## src/rtl/seg_scan_driver_if.sv

```systemverilog
// Display-side bundle for seg_scan_driver: staged digit inputs + load strobe
// in, scanned anode/segment pins and status out.
interface seg_scan_driver_if #(
  parameter int DIGITS = 8
);
  logic [4*DIGITS-1:0] data;
  logic [DIGITS-1:0]   dp;
  logic [DIGITS-1:0]   blank;
  logic                lz_en;
  logic                load;
  logic [DIGITS-1:0]   an;
  logic [7:0]          seg;
  logic                pending;
  logic                frame_done;

  modport master (
    output data, dp, blank, lz_en, load,
    input  an, seg, pending, frame_done
  );

  modport slave (
    input  data, dp, blank, lz_en, load,
    output an, seg, pending, frame_done
  );
endinterface

```

## src/rtl/seg_scan_driver.sv

```systemverilog
// Time-multiplexed common-anode 7-seg scanner with frame-synchronous commit.
// Ports: clk, rst (sync, active-high), bus (slave): data/dp/blank/lz_en/load in; an/seg/pending/frame_done out.
module seg_scan_driver #(
  parameter int DIGITS   = 8,
  parameter int SCAN_DIV = 100000,
  parameter int DEAD     = 0
) (
  input logic            clk,
  input logic            rst,
  seg_scan_driver_if.slave bus
);
  localparam int PCW = $clog2(SCAN_DIV);
  localparam int IW  = $clog2(DIGITS);

  typedef struct packed {
    logic [4*DIGITS-1:0] data;
    logic [DIGITS-1:0]   dp;
    logic [DIGITS-1:0]   blank;
    logic                lz_en;
  } set_t;

  localparam set_t SET_RST = '{
    data:  '0,
    dp:    '0,
    blank: '1,
    lz_en: 1'b0
  };

  logic [PCW-1:0]    pc_q, pc_d;
  logic [IW-1:0]     idx_q, idx_d;
  set_t              s_q, s_d;
  set_t              a_q, a_d;
  logic              pending_q, pending_d;
  logic              frame_done_q, frame_done_d;
  logic [DIGITS-1:0] an_q, an_d;
  logic [7:0]        seg_q, seg_d;

  set_t              in_set;
  logic              pc_wrap;
  logic              frame_wrap;
  logic              dead;
  logic              suppress;
  logic [3:0]        nib;
  logic [6:0]        dec;
  logic [DIGITS:0]   zf;

  assign in_set = '{
    data:  bus.data,
    dp:    bus.dp,
    blank: bus.blank,
    lz_en: bus.lz_en
  };

  // Anodes stay off for the first DEAD cycles of each slot.
  if (DEAD == 0) begin : g_nodead
    assign dead = 1'b0;
  end else begin : g_dead
    assign dead = pc_q < PCW'(DEAD);
  end

  // zf[i]: nibbles i..DIGITS-1 of the active set are all zero.
  always_comb begin
    zf = '0;
    zf[DIGITS] = 1'b1;
    for (int i = DIGITS - 1; i >= 0; i--) begin
      zf[i] = zf[i+1] & (a_q.data[4*i +: 4] == 4'h0);
    end
  end

  always_comb begin
    nib = a_q.data[4*idx_q +: 4];
    dec = 7'h7F;
    unique case (nib)
      4'h0: dec = 7'h40;
      4'h1: dec = 7'h79;
      4'h2: dec = 7'h24;
      4'h3: dec = 7'h30;
      4'h4: dec = 7'h19;
      4'h5: dec = 7'h12;
      4'h6: dec = 7'h02;
      4'h7: dec = 7'h78;
      4'h8: dec = 7'h00;
      4'h9: dec = 7'h18;
      4'hA: dec = 7'h08;
      4'hB: dec = 7'h03;
      4'hC: dec = 7'h46;
      4'hD: dec = 7'h21;
      4'hE: dec = 7'h06;
      4'hF: dec = 7'h0E;
    endcase
    suppress = a_q.lz_en && (idx_q != '0) && zf[idx_q];
  end

  always_comb begin
    pc_wrap    = pc_q == PCW'(SCAN_DIV - 1);
    frame_wrap = pc_wrap && (idx_q == IW'(DIGITS - 1));

    pc_d  = pc_wrap ? '0 : pc_q + 1'b1;
    idx_d = idx_q;
    if (pc_wrap) begin
      idx_d = frame_wrap ? '0 : idx_q + 1'b1;
    end

    s_d       = bus.load ? in_set : s_q;
    a_d       = a_q;
    pending_d = pending_q;
    // A load landing on the wrap edge is committed straight through.
    if (frame_wrap) begin
      if (pending_q || bus.load) begin
        a_d = s_d;
      end
      pending_d = 1'b0;
    end else if (bus.load) begin
      pending_d = 1'b1;
    end
    frame_done_d = frame_wrap;

    an_d  = '1;
    seg_d = 8'hFF;
    if (!a_q.blank[idx_q] && !dead) begin
      an_d  = ~(DIGITS'(1) << idx_q);
      seg_d = {~a_q.dp[idx_q], suppress ? 7'h7F : dec};
    end
  end

  always_ff @(posedge clk) begin
    if (rst) begin
      pc_q         <= '0;
      idx_q        <= '0;
      s_q          <= SET_RST;
      a_q          <= SET_RST;
      pending_q    <= 1'b0;
      frame_done_q <= 1'b0;
      an_q         <= '1;
      seg_q        <= 8'hFF;
    end else begin
      pc_q         <= pc_d;
      idx_q        <= idx_d;
      s_q          <= s_d;
      a_q          <= a_d;
      pending_q    <= pending_d;
      frame_done_q <= frame_done_d;
      an_q         <= an_d;
      seg_q        <= seg_d;
    end
  end

  assign bus.an         = an_q;
  assign bus.seg        = seg_q;
  assign bus.pending    = pending_q;
  assign bus.frame_done = frame_done_q;
endmodule

```

## src/flat_wrapper.sv

```systemverilog
// flat-port wrapper written by rule: the top's interface ports become plain ports
module seg_scan_driver_flat 
#(
  parameter int DIGITS   = 8,
  parameter int SCAN_DIV = 100000,
  parameter int DEAD     = 0
)
  (clk, rst, bus_data, bus_dp, bus_blank, bus_lz_en, bus_load, bus_an, bus_seg, bus_pending, bus_frame_done);
  seg_scan_driver_if #(.DIGITS(DIGITS)) bus_i ();
  input logic clk;
  input logic rst;
  input wire logic [$bits(bus_i.data)-1:0] bus_data;
  input wire logic [$bits(bus_i.dp)-1:0] bus_dp;
  input wire logic [$bits(bus_i.blank)-1:0] bus_blank;
  input wire logic [$bits(bus_i.lz_en)-1:0] bus_lz_en;
  input wire logic [$bits(bus_i.load)-1:0] bus_load;
  output wire logic [$bits(bus_i.an)-1:0] bus_an;
  output wire logic [$bits(bus_i.seg)-1:0] bus_seg;
  output wire logic [$bits(bus_i.pending)-1:0] bus_pending;
  output wire logic [$bits(bus_i.frame_done)-1:0] bus_frame_done;
  assign bus_i.data = bus_data;
  assign bus_i.dp = bus_dp;
  assign bus_i.blank = bus_blank;
  assign bus_i.lz_en = bus_lz_en;
  assign bus_i.load = bus_load;
  assign bus_an = bus_i.an;
  assign bus_seg = bus_i.seg;
  assign bus_pending = bus_i.pending;
  assign bus_frame_done = bus_i.frame_done;
  seg_scan_driver #(.DIGITS(DIGITS), .SCAN_DIV(SCAN_DIV), .DEAD(DEAD)) u_core (.clk(clk), .rst(rst), .bus(bus_i));
endmodule
```

## config.mk

```make
export PLATFORM = sky130hd
export DESIGN_NAME = seg_scan_driver_flat
export DESIGN_NICKNAME = d
export VERILOG_FILES = /design/src/rtl/seg_scan_driver_if.sv /design/src/rtl/seg_scan_driver.sv /design/src/flat_wrapper.sv
export SDC_FILE = /design/constraint.sdc
export NUM_CORES = 1
export LEC_CHECK = 0
export BUFFER_PORTS_ARGS = -buffer_cell sky130_fd_sc_hd__buf_2
export CAP_MARGIN = 20
export CORE_UTILIZATION = 60
export CTS_BUF_LIST = sky130_fd_sc_hd__clkbuf_8
export CTS_CLUSTER_DIAMETER = 60
export DETAILED_ROUTE_END_ITERATION = 8
export MAX_ROUTING_LAYER = met4
export PLACE_DENSITY = 0.93
export SYNTH_ARGS = -nofsm -noshare
export SYNTH_HDL_FRONTEND = slang
export SYNTH_SLANG_ARGS = --single-unit
```

## constraint.sdc

```tcl
create_clock -name clk -period 3.2 [get_ports clk]
set_clock_uncertainty 0.05 [all_clocks]
set_input_delay 0.64 -clock clk [delete_from_list [all_inputs] [get_ports clk]]
set_output_delay 0.64 -clock clk [all_outputs]
set_load 0.03 [all_outputs]
```

# == After elaboration in Yosys (flattened, before gate mapping) ==
# Memories as Yosys holds them, arrays and structs flattened. A register that Yosys moved wholly into a read port is not among the register bits.
# Index checks and enable logic that the tools add are counted.
# word_totals
reg_bits,129
rom_bits,112
in_bits,52
n_memories,1
output_inout_bits,18
elab_cells,58
# op_classes
add_sub_neg,2
mux,8
order_cmp,2
eq_ne,2
n_reduce_logical,18
shifts,2
bitwise_logic,9
# mem_list
memory,words,width,read_ports,rd_ports_with_merged_regs,write_ports,line_no,text
(name not given),16,7,1,1,0,seg_scan_driver.sv:73,unique case (nib)
# op_table
op,count
$mux W49,1
$logic_not A4 Y1,8
$shiftx A32 B6 Y4,1
$add A17 B1 Y17 const B,1
$eq A17 B17 Y1 const B,1
$bmux W1 S3,3
$not A8 Y8,1
$shl A1 B3 Y8 const A,1
$and A1 B1 Y1,7
$reduce_or A2 Y1,3
$lt A3 B5 Y1 const B,1
$lt A3 B4 Y1 const B,1
$add A3 B1 Y3 const B,1
$eq A3 B3 Y1 const B,1
$logic_and A1 B1 Y1,3
$mux W1,3
$mux W3,1
$reduce_bool A3 Y1,1
$reduce_or A3 Y1,1
$reduce_and A2 Y1,1
$logic_or A1 B1 Y1,1
$not A1 Y1,1

# == Depth between registers and ports, before layout ==
# Gate-level depths: netlist (run 1).
# logic_depth
ltp_word,12
depth_mapped,12
depth_no_buf,9

# == Worst setup path before layout (run 1) ==
# No wires, ideal clock.
# synth_path
path_kind,reg2reg
from,register u_core.idx_q[0]
to,register u_core.seg_q[3] (netlist: u_core.bus.seg[3])
t_required_ps,3063
path_slack_ps,806
t_arrival_ps,2257
path_stages_with_launch,12
setup_time_ps,87
cell_sequence,dfxtp_1 buf_6 buf_6 buf_4 mux4_2 nand2_1 nand2_1 inv_1 ha_1 nor2_1 a211oi_1 o31ai_1
# synth_via
elab_chain_cells,4
elab_cells_between_ends,9
classes_between,shift (1); mux (4); reduce/logical (4)
# synth_lines
item,line_no,text
start: declaration,seg_scan_driver.sv:30,"logic [IW-1:0] idx_q, idx_d;"
start signal: assignment,seg_scan_driver.sv:138,idx_q <= idx_d;
$bmux W1 S3 or $reduce_bool A3 Y1 (tied branches),seg_scan_driver.sv:91,suppress = a_q.lz_en && (idx_q != '0) && zf[idx_q];
$mux W1 (implied by the code) or $logic_and A1 B1 Y1 (tied branches),seg_scan_driver.sv:91,
$logic_and A1 B1 Y1,seg_scan_driver.sv:91,
$reduce_or A3 Y1 (no source line),-,
end: declaration,seg_scan_driver.sv:36,"logic [7:0] seg_q, seg_d;"
# Several ways; a longest one is shown, not always the timed one. The select of a mux whose other input is x is not followed.
# A chain may end at the register's enable or synchronous reset.

# == Worst setup path in the final report (run 1) ==
# Same ends and word-level chain as after synthesis.

==> key figures, run 1 <==
Run status
  • Status: finished clean

Min path
  • Hold Path Class: reg -> reg
  • Hold Startpoint: u_core.pc_q[0]

Drt
  • Final wirelength: 12.5 mm
  • DRC: 0
  • Final ANT Viol Nets: 0
  • Via-to-Cell Ratio: 5.79
  • Routed len/inst: 16.6 um
  • DR iter-0 viols: 241
  • Drt first pass iters: 5
  • Vias: 4,362

Timing
  • Unrepaired setup endpoints after global routing: no
  • Slew @ Worst Pin: 784 ps
  • Fin crit share: 83.1%
  • Final hold vios: 0
  • Period minus WS final: 2660 ps
  • Fmax: 0.376 GHz
  • Setup TNS: 0 ps
  • Setup Viol. Count Final: 0
  • Max-slew violation count: 0
  • Worst rel slew slack: 47.6%

Placement
  • Post-Place Cell Area: 6150 sq um
  • Port-buffer cells: 69
  • Routability cong.: 0.984
  • HPWL Detailed: 8.45 mm
  • Placed Cells: 723

Synth
  • Synthesized Nets: 621
  • Syn avg cell area: 10.4 sq um
  • Mapped cell area: 5790 sq um
  • Yosys reg bits: 136
  • Cells after synthesis: 557
  • EDFF count, synth: 0
  • Unique masters post-synth: 48
  • Top FF cell, synth: dfxtp_1
  • Register area share after synthesis: 47.0%
  • Yosys warning total: 0
  • Ys async rst share: 0%

Final layout
  • Layout Area Growth over Synthesis: 13.1%
  • Cell area after layout: 6550 sq um
  • Share of cells above drive strength 1: 26.1%
  • Most frequent cells in the layout: dfxtp_1, nor2_1, buf_2
  • Area occupied by multi-input gates: 2820 sq um
  • Fillcell total: 635
  • Storage cell area: 2720 sq um
  • Final core utilization: 70.5%
  • Fin cells: 754
  • Diodes inserted: 0
  • Commonest non-fill, non-tap cell in the layout: dfxtp_1
  • Nets: 677

Clock network
  • Clock transition at path regs: 80 ps
  • Post-CTS Resized: 0
  • Cts bufs inserted: 17
  • Hold buffer count at cts: 0
  • CTS tree: yes
  • H-tree levels: 4
  • Worst-Skew Late Latency: 440 ps
  • CTS Buffer Depth: 2
  • CTS sink cnt: 136
  • Post-CTS Setup Bufs: 0
  • Root Driver: clkbuf_8

Floorplanning
  • Row count: 35
  • Die W: 100 um
  • Die Y-Extent: 100 um
  • Die ar.: 10,000 sq um
  • I/O Pins: 70
  • Initial core utilization: 62.3%
  • Core area: 9280 sq um

Worst setup path
  • CP endpoint kind: register
  • Worst EP arrival: 2960 ps
  • Critical path type: reg -> reg
  • CP startpoint: u_core.idx_q[0]
  • CP Data Required Time: 3500 ps
  • Critical Path Source Type: register
  • Crit Path Max Fanout: 21
  • RR Startpoint: u_core.idx_q[0]

Power
  • Cell area power density: 510 nW/um^2
  • Pwr Total: 3340 uW
  • Maximum VDD drop: 295 uV
  • Leakage: 0.00251 uW

Global route
  • Remaining Overflow, GRT: 0
  • Pin count of the biggest net entering global routing: 83
  • Global-route wire length before repair: 20.2 mm
  • Initial antenna violation count: 0
  • Number of global-route vias before repair: 4,260
  • GRT Overall Usage: 26.9%

Run
  • Maximum capacitance violations: 0
[cells by family after synthesis]
kind of cell             after synthesis  synth area share (%)
AND/OR/NAND/NOR                      200                  15.9
multiplexers                          73                  14.7
adder cells (fa/ha/maj)               12                  2.59
AO/OA/AOI/OAI                         74                  13.1
XOR/XNOR                              15                  2.27
buffers and inverters                 47                  4.39
flip-flops                           136                  47.0
[cell type report]
type | count | share of cell area (%)
clock buffers | 19 | 3.99
flip-flops and latches | 136 | 41.6
inverters | 9 | 0.516
multi-input cells | 374 | 43.0
repair buffers | 75 | 6.38
clock inverters | 12 | 2.08
well taps | 129 | 2.46
[worst max-delay path, cell delays in order (launching register included)]
cell and delay [ps]:
dfxtp_1 500, buf_12 220, mux4_2 510, nand2_1 90, nand2_1 150, inv_1 150
ha_1 260, inv_1 110, o21ai_0 210, nor2_1 80, o31ai_1 250
[sequential cells by signal, summed over array words and instances (netlist names)]
signal and count:
u_core.pc_q 17, u_core.bus.an 8, u_core.idx_q 3, u_core.s_q 49
u_core.bus.pending 1, u_core.a_q 49, u_core.bus.seg 8, u_core.bus.frame_done 1
[per-stage QoR]
step | setup WS [ps] | hold WS, ps
2_1_floorplan | 806 | 368
3_3_place_gp | 844 | 378
3_5_place_dp | 666 | 392
4_1_cts | 602 | 407
5_1_grt | 426 | 430
6_report | 541 | 401
[metal layers]
| layer | GRT usage, % | up-vias | wire length (um) |
|---|---|---|---|
| li1 | - | 2065 | - |
| met1 | 29.8 | 2062 | 4910 |
| met2 | 45.8 | 177 | 6480 |
| met3 | 5.85 | 58 | 715 |
| met4 | 13.3 | 0 | 442 |
| met5 | - | - | 0 |
[Yosys cell counts, types with 2 or more instances]
master    count  share of area (%)
or3_1         2               0.22
nand3_1      10               0.86
xor2_1        8                1.2
buf_4         5               0.65
mux2_1        4               0.78
buf_6         7                1.4
nor2b_1       2               0.22
nand3b_1      2               0.26
a211o_1       8                1.2
nor3_1        6               0.52
dfxtp_1     136                 47
ha_1         12                2.6
o211ai_1      2               0.26
nand2b_1     13                1.4
o22ai_1       2               0.22
a211oi_1      5               0.65
xnor2_1       7                1.1
nor2_2        9               0.97
nor4_1       10                1.1
nand2_1      26                1.7
and3_1        5               0.54
nor2_1      107                6.9
a211oi_2     40                8.6
o21ai_0       3               0.26
a21oi_1       5               0.43
mux4_2        9                3.5
inv_1         9               0.58
clkbuf_1     20                1.3
o221ai_1      2               0.30
mux2i_1      60                 10
buf_2         4               0.35
[power breakdown]
group	internal [uW]	switching, uW
sequential	1730	12.9
combinational	71.1	106
clock	793	625
[final timing paths]
kind / slack [ps] / depth (start not counted) / endpoint
max: 540 / 10 / u_core.bus.seg[3]
min: 400 / 1 / u_core.pc_q[0]
max reg2reg: 540 / 10 / u_core.bus.seg[3]
min reg2reg: 400 / 1 / u_core.pc_q[0]
(Power assumes the default switching activity.)
==> inputs of run 2 (changes only) <==
- clock period: 3.2 -> 2.79 ns (I/O delays scaled with it)
==> run 2 against run 1 <==
  * Maximum frequency up 4.8%
  * Highest routed layer unchanged
  * Largest cell class unchanged
  * Critical path depth shrank 4
  * Clock-buffer cell count unchanged
  * Final area is 1.7% higher
==> key figures, run 2 (same netlist as run 1, synthesis figures left out) <==
Run status
  • Status: finished clean

Clock network
  • Post-CTS Setup Bufs: 0
  • Root Driver: clkbuf_8
  • Worst-Skew Late Latency: 430 ps
  • CTS sink cnt: 136
  • H-tree levels: 4
  • Clock transition at path regs: 70 ps
  • Cts bufs inserted: 17
  • CTS Buffer Depth: 2
  • Hold buffer count at cts: 0
  • Post-CTS Resized: 0
  • CTS tree: yes

Final layout
  • Commonest non-fill, non-tap cell in the layout: dfxtp_1
  • Layout Area Growth over Synthesis: 15.0%
  • Fillcell total: 651
  • Share of cells above drive strength 1: 26.8%
  • Final core utilization: 71.7%
  • Most frequent cells in the layout: dfxtp_1, nor2_1, buf_2
  • Nets: 678
  • Diodes inserted: 0
  • Regs by FF count: u_core.a_q x49, u_core.s_q x49, u_core.pc_q x17

Worst setup path
  • Worst EP arrival: 2820 ps
  • CP Buf/Inv Count: 1
  • Critical R2R Capture: u_core.a_q[22]
  • Critical path type: reg -> reg
  • CP max stage delay: 690 ps
  • RR Startpoint: u_core.idx_q[1]
  • CP Data Required Time: 3070 ps
  • CP endpoint kind: register
  • Crit-path cells: ha_1 > ha_1 > and4bb_4 > buf_4 > nor2_1 > a211oi_2
  • Crit Path Max Fanout: 36
  • Worst path slowest cell: dfxtp_1
  • Reg2Reg Setup Slack: 250 ps
  • Crit path max-delay family: flip-flops
  • Critical Path Source Type: register
  • Worst reg2reg path depth: 6
  • Most used cell, CP: ha_1

Timing
  • Setup Viol. Count Final: 0
  • Worst rel slew slack: 56.8%
  • Fin crit share: 91.0%
  • Unrepaired setup endpoints after global routing: no
  • Period minus WS final: 2540 ps
  • Setup TNS: 0 ps
  • Max-slew violation count: 0
  • Fmax: 0.394 GHz
  • Slew @ Worst Pin: 647 ps
  • Final hold vios: 0

Min path
  • Hold Path Class: in -> reg
  • Hold Startpoint: bus_blank[3]
  • Hold Crit Depth: 3
  • Worst Hold Path EP: u_core.s_q[4]

Floorplanning
  • Row count: 35
  • Initial core utilization: 62.3%
  • Die Y-Extent: 100 um
  • Core area: 9280 sq um
  • Die W: 100 um
  • I/O Pins: 70
  • Die ar.: 10,000 sq um

Drt
  • Via-to-Cell Ratio: 5.73
  • Vias: 4,331
  • Met3 wire len: 715 um
  • DR WL met2: 6.60 mm
  • Drt first pass iters: 5
  • WL met1: 4.83 mm
  • Routed len/inst: 16.6 um
  • Final wirelength: 12.5 mm
  • Final ANT Viol Nets: 0
  • DRC: 0
  • Highest Signal Layer: met4
  • DR iter-0 viols: 283

Global route
  • Number of global-route vias before repair: 4,291
  • Remaining Overflow, GRT: 0
  • GRT Overall Usage: 27.2%
  • Pin count of the biggest net entering global routing: 83
  • Initial antenna violation count: 0
  • Global-route wire length before repair: 20.5 mm

Power
  • Maximum VDD drop: 419 uV
  • Leakage: 0.00255 uW
  • Cell area power density: 623 nW/um^2

Placement
  • Routability cong.: 0.887
  • HPWL Detailed: 8.38 mm
  • Port-buffer cells: 69

Run
  • Maximum capacitance violations: 0
==> run 2: cell types whose count changed in the layout (fill, tap and decap cells not counted) <==
cell / change
bufinv_16: +3
buf_12: +1
inv_1: -3
clkinv_2: -1
clkinvlp_4: +2
==> run 2: worst reg2reg max path: stages (launching register included) <==
cell and delay [ps]:
dfxtp_1 690, ha_1 310, ha_1 330, and4bb_4 320, buf_4 400, nor2_1 130, a211oi_2 230
==> run 2: layout make-up <==
class	count	area (sq um)	share of cell area (%)
inverters	9	33.8	0.507
clock buffers	19	262	3.93
clock inverters	13	225	3.38
multi-input cells	374	2820	42.3
repair buffers	76	438	6.58
well taps	129	161	2.42
flip-flops and latches	136	2720	40.9
==> run 2: report_power, final <==
group | internal (uW) | total, uW | switching [uW]
Clock | 1200 | 1940 | 746
Combinational | 83.5 | 204 | 120
Sequential | 1990 | 2000 | 15.2
Total | 3270 | 4150 | 881
==> run 2: metrics by stage <==
step / hold slack (ps) / setup WS [ps] / power, uW / area, sq um / cells
after floorplan: 368 / 396 / 2180 / 5790 / 557
after global placement: 378 / 514 / 2240 / 6170 / 724
after detailed placement: 392 / 322 / 2250 / 6170 / 724
after CTS: 328 / 286 / 4170 / 6660 / 756
after global routing: 335 / 116 / 4280 / 6660 / 756
final: 345 / 252 / 4150 / 6660 / 756
==> run 2: worst max path at each step <==
stage                          from                end  slack (ps)  depth (start not counted)
floorplan           u_core.idx_q[0]  u_core.bus.seg[3]         400                         11
global placement    u_core.idx_q[1]  u_core.bus.seg[1]         510                          7
detailed placement  u_core.idx_q[0]  u_core.bus.seg[3]         320                         10
CTS                 u_core.idx_q[1]     u_core.a_q[22]         290                          6
global route        u_core.idx_q[1]      u_core.a_q[2]         120                          4
finish              u_core.idx_q[1]     u_core.a_q[22]         250                          6
==> run 2: metal layers <==
metal | vias to the layer above | global-route usage (%)
met5 | - | -
met4 | 0 | 10.5
met3 | 37 | 7.03
met2 | 167 | 48.0
met1 | 2067 | 29.1
li1 | 2060 | -
